**src/rtl/condicionador_botoes.sv**
```systemverilog
// Button input stage: 2-FF synchroniser, debounce FSM and one-hot press filter.
// Emits a registered one-hot jogada plus a single-cycle strobe per clean press.
module condicionador_botoes #(
  parameter int N_BOTOES        = 7,
  parameter int DEBOUNCE_CYCLES = 50000,
  parameter int CW              = 16
) (
  input  logic                clock,
  input  logic                reset,
  input  logic [N_BOTOES-1:0] botoes_raw,
  input  logic                habilita,
  input  logic                limpa,
  output logic [N_BOTOES-1:0] jogada,
  output logic                jogada_feita,
  output logic                multipla,
  output logic                ocupado,
  output logic [1:0]          db_estado
);

  typedef enum logic [1:0] {
    OCIOSO       = 2'b00,
    FILTRA_PRESS = 2'b01,
    PRESSIONADO  = 2'b10,
    FILTRA_SOLTA = 2'b11
  } estado_t;

  localparam logic [CW-1:0] CNT_MAX = CW'(DEBOUNCE_CYCLES - 1);

  estado_t             estado;
  logic [CW-1:0]       cnt;
  logic [N_BOTOES-1:0] sync1;
  logic [N_BOTOES-1:0] sinc;
  logic [N_BOTOES-1:0] candidato;
  logic                cand_um;

  // candidato is never zero while filtering, so the power-of-two test is enough.
  assign cand_um   = (candidato != '0) &&
                     ((candidato & (candidato - N_BOTOES'(1))) == '0);
  assign ocupado   = (estado != OCIOSO);
  assign db_estado = estado;

  always_ff @(posedge clock) begin
    if (reset) begin
      estado       <= OCIOSO;
      cnt          <= '0;
      sync1        <= '0;
      sinc         <= '0;
      candidato    <= '0;
      jogada       <= '0;
      jogada_feita <= 1'b0;
      multipla     <= 1'b0;
    end else begin
      sync1        <= botoes_raw;
      sinc         <= sync1;
      jogada_feita <= 1'b0;
      multipla     <= 1'b0;
      // An accept later in this block overrides the clear.
      if (limpa) jogada <= '0;
      case (estado)
        OCIOSO: begin
          if (sinc != '0) begin
            estado    <= FILTRA_PRESS;
            candidato <= sinc;
            cnt       <= '0;
          end
        end
        FILTRA_PRESS: begin
          if (sinc == '0) begin
            estado <= OCIOSO;
          end else if (sinc != candidato) begin
            candidato <= sinc;
            cnt       <= '0;
          end else if (cnt == CNT_MAX) begin
            estado <= PRESSIONADO;
            if (cand_um && habilita) begin
              jogada       <= candidato;
              jogada_feita <= 1'b1;
            end else if (!cand_um) begin
              multipla <= 1'b1;
            end
          end else begin
            cnt <= cnt + CW'(1);
          end
        end
        PRESSIONADO: begin
          if (sinc == '0) begin
            estado <= FILTRA_SOLTA;
            cnt    <= '0;
          end
        end
        FILTRA_SOLTA: begin
          if (sinc != '0) begin
            estado <= PRESSIONADO;
          end else if (cnt == CNT_MAX) begin
            estado <= OCIOSO;
          end else begin
            cnt <= cnt + CW'(1);
          end
        end
        default: estado <= OCIOSO;
      endcase
    end
  end

endmodule

```
**config.mk**
```make
export PLATFORM = sky130hd
export DESIGN_NAME = condicionador_botoes
export DESIGN_NICKNAME = d
export VERILOG_FILES = /design/src/rtl/condicionador_botoes.sv
export SDC_FILE = /design/constraint.sdc
export NUM_CORES = 1
export LEC_CHECK = 0
export ABC_AREA = 0
export CAP_MARGIN = 10
export CORE_UTILIZATION = 51
export CTS_BUF_LIST = sky130_fd_sc_hd__clkbuf_4
export CTS_CLUSTER_SIZE = 25
export DETAILED_ROUTE_END_ITERATION = 12
export HOLD_SLACK_MARGIN = 0.1
export PLACE_DENSITY = 0.86
export SLEW_MARGIN = 5
export SYNTH_ARGS = -nofsm -noshare
export SYNTH_HDL_FRONTEND = slang
export SYNTH_SLANG_ARGS = --single-unit
```
**constraint.sdc**
```tcl
create_clock -name clock -period 1.8 [get_ports clock]
set_input_delay 0.27 -clock clock [delete_from_list [all_inputs] [get_ports clock]]
set_output_delay 0.27 -clock clock [all_outputs]
set_load 0.02 [all_outputs]
```
==> impl_metrics.env <==
export IMPL_io_buffers=22
export IMPL_insertion_delay_ns=0.38
export IMPL_yosysSeqAreaShare_pct=43.6
export IMPL_grt_use_total_pct=22.7
export IMPL_multi_input_area_um2=1300
export IMPL_holdBufCountCts=0
export IMPL_ys_types=45
export IMPL_hpwl_um=3240
export IMPL_clk_path_buf_depth=2
export IMPL_final_cell_mix="buf_4 (44), dfxtp_1 (42), clkdlybuf4s50_1 (21)"
export IMPL_drv_slew=0
export IMPL_final_common_cell="buf_4"
export IMPL_drc=0
export IMPL_yosysWarnings=0
export IMPL_irDropWorstVdd_v=0.000548
export IMPL_reg2regPathDepth=7
export IMPL_drtPass1Iterations=5
export IMPL_pre_cts_ws_ns=-0.184
export IMPL_stdcell_area_um2=3100
export IMPL_violations="setup timing"
export IMPL_whs_path_depth=2
export IMPL_start_util_pct=53.9
export IMPL_tightest_slew_ns=0.788
export IMPL_wl_per_cell_um=17.7
export IMPL_cts_root_buffer="clkbuf_4"
export IMPL_die_x_um=67.7
export IMPL_die_area_um2=4580
export IMPL_fin_ws_ns=-0.368
export IMPL_arrival_ns=2.48
export IMPL_regArea_um2=968
export IMPL_setup_viol=24
export IMPL_slew_headroom_pct=47.2
export IMPL_cts_inserted_buffers=5
export IMPL_antenna_left=0
export IMPL_async_flop_share_pct=0
export IMPL_io_pin_count=23
export IMPL_routed_wl_um=6320
export IMPL_vias=2222
export IMPL_syn_area_per_cell_um2=9.29
export IMPL_cp_end_kind="register"
export IMPL_drive_gt1_share_pct=35.5
export IMPL_power_density_nw_per_um2=700
export IMPL_antenna_found_initial=0
export IMPL_synth_edf_count=0
export IMPL_utilization_pct=75.9
export IMPL_gp_congestion=0.870
export IMPL_yosys_register_bits=48
export IMPL_fillCellCount=254
export IMPL_numClockSinks=48
export IMPL_syn_nets=249
export IMPL_cp_data_required_time_ns=2.11
export IMPL_clkTransAtPathRegs_ns=0.16
export IMPL_cts_tree="done"
export IMPL_p_leak_uw=0.00118
export IMPL_rsz0062_at_grt="yes"
export IMPL_cp_start_kind="register"
export IMPL_grt_max_degree=24
export IMPL_fmax_mhz=461
export IMPL_n_antenna_cell=0
export IMPL_rows=23
export IMPL_worstPathMaxFanout=5
export IMPL_nets=318
export IMPL_placed_cell_area_um2=2790
export IMPL_post_route_period_util_pct=120
export IMPL_syn_area_um2=2200
export IMPL_post_route_min_period_ns=2.17
export IMPL_synth_cells=237
export IMPL_grt_pass1_wl_um=7760
export IMPL_grt_pass1_vias=1742
export IMPL_hp_class="input port to register"
export IMPL_overflow=0
export IMPL_status="finished with violations"
export IMPL_syn2layout_area_growth_pct=40.9
export IMPL_ys_flop_type="dfxtp_1"
export IMPL_coreArea_um2=4090
export IMPL_via_per_inst=6.22
export IMPL_hold_violations=0
export IMPL_die_h_um=67.7
export IMPL_skew_ns=0.0161
export IMPL_dr_first_iter_drc_count=247
export IMPL_h_tree_depth=2
export IMPL_drv_cap=0
export IMPL_worstSetupPathType="register to register"
cell families after synthesis:
kind of cell / synth area share (%)
adder cells (fa/ha/maj): 0.568
flip-flops: 43.6
multiplexers: 3.64
XOR/XNOR: 7.56
AO/OA/AOI/OAI: 13.9
buffers and inverters: 4.60
AND/OR/NAND/NOR: 26.1
metal layers:
| metal | up-vias | share of wire, % | GRT usage, % |
|---|---|---|---|
| met5 | - | 0 | 0 |
| met4 | 0 | 5.8 | 9.04 |
| met3 | 49 | 9.0 | 5.57 |
| met2 | 165 | 46 | 36.6 |
| met1 | 1016 | 39 | 28.6 |
| li1 | 992 | - | - |
critical path, cell delays in order, from the launching register on:
cell	delay, ns
dfxtp_2	0.35
or4_4	0.54
buf_6	0.15
nor4_1	0.37
buf_4	0.21
o21ai_0	0.09
a21o_1	0.22
a21oi_1	0.17
metrics by stage:
step           setup TNS (ns)  std cells  hold slack, ns  total power (µW)
2_1_floorplan          -0.913        237           0.334              1300
3_3_place_gp            -1.33        340           0.417              1440
3_5_place_dp            -1.97        340           0.423              1450
4_1_cts                 -1.24        352           0.430              2100
5_1_grt                 -5.19        357           0.407              2250
6_report                -3.86        357           0.432              2170
report_power, final:
group	total [µW]	leakage, µW	internal [µW]	switching, µW
clock	664	0.0000418	297	367
sequential	1110	0.000393	1090	20.3
combinational	397	0.000740	193	204
path summary, 6_finish.rpt:
| path | from | end | slack (ns) |
|---|---|---|---|
| setup / recovery | sinc[5]$_SDFF_PP0_ | cnt[8]$_SDFFE_PP0P_ | -0.37 |
| hold / removal | botoes_raw[2] | sync1[2]$_SDFF_PP0_ | 0.43 |
| setup reg to reg | sinc[5]$_SDFF_PP0_ | cnt[8]$_SDFFE_PP0P_ | -0.37 |
| hold reg to reg | sync1[3]$_SDFF_PP0_ | sinc[3]$_SDFF_PP0_ | 0.45 |
state kept, by name, indices dropped and copies added (netlist names), named ones only:
| name | cells |
|---|---|
| jogada_feita | 1 |
| sinc | 7 |
| jogada | 7 |
| multipla | 1 |
| sync1 | 7 |
| candidato | 7 |
| cnt | 16 |
| db_estado | 1 |
repair_timing:
action                                  in CTS  in global routing
pin swaps                                    7                 10
endpoints found under the setup margin      18                 32
buffers inserted                             3                  5
gates resized for setup                     10                 31
cloned                                       1                  1
area by class of cell:
cell class / count / area share [%]
Timing Repair Buffer: 72 / 20.6
Clock inverter: 3 / 1.49
Multi-Input combinational cell: 167 / 42.0
Inverter: 12 / 1.45
Tap cell: 50 / 2.02
Clock buffer: 5 / 1.21
Sequential cell: 48 / 31.2
cells in the mapped netlist, types with 2 or more instances:
master,count,area (µm²)
and3_1,5,31.3
nand3b_1,2,15.0
mux2i_1,8,80.1
a21oi_2,2,17.5
inv_1,12,45.0
nand4_1,10,62.6
o211ai_1,3,22.5
dfxtp_1,48,961
or3_1,3,18.8
nor4_1,4,25.0
nand2_1,4,15.0
nor4b_1,3,26.3
a211o_1,2,17.5
clkbuf_1,9,33.8
and4_1,2,17.5
nor2b_1,15,93.8
xor2_1,11,96.3
a211oi_1,2,15.0
xnor2_1,8,70.1
nor2_1,23,86.3
a21oi_1,12,60.1
buf_6,2,22.5
and4bb_2,2,25.0
a211o_2,5,50.1
nand3_1,14,70.1
and4_2,2,20.0
o21ai_0,6,30.0
Note: power is estimated with default switching activity, not from simulation.
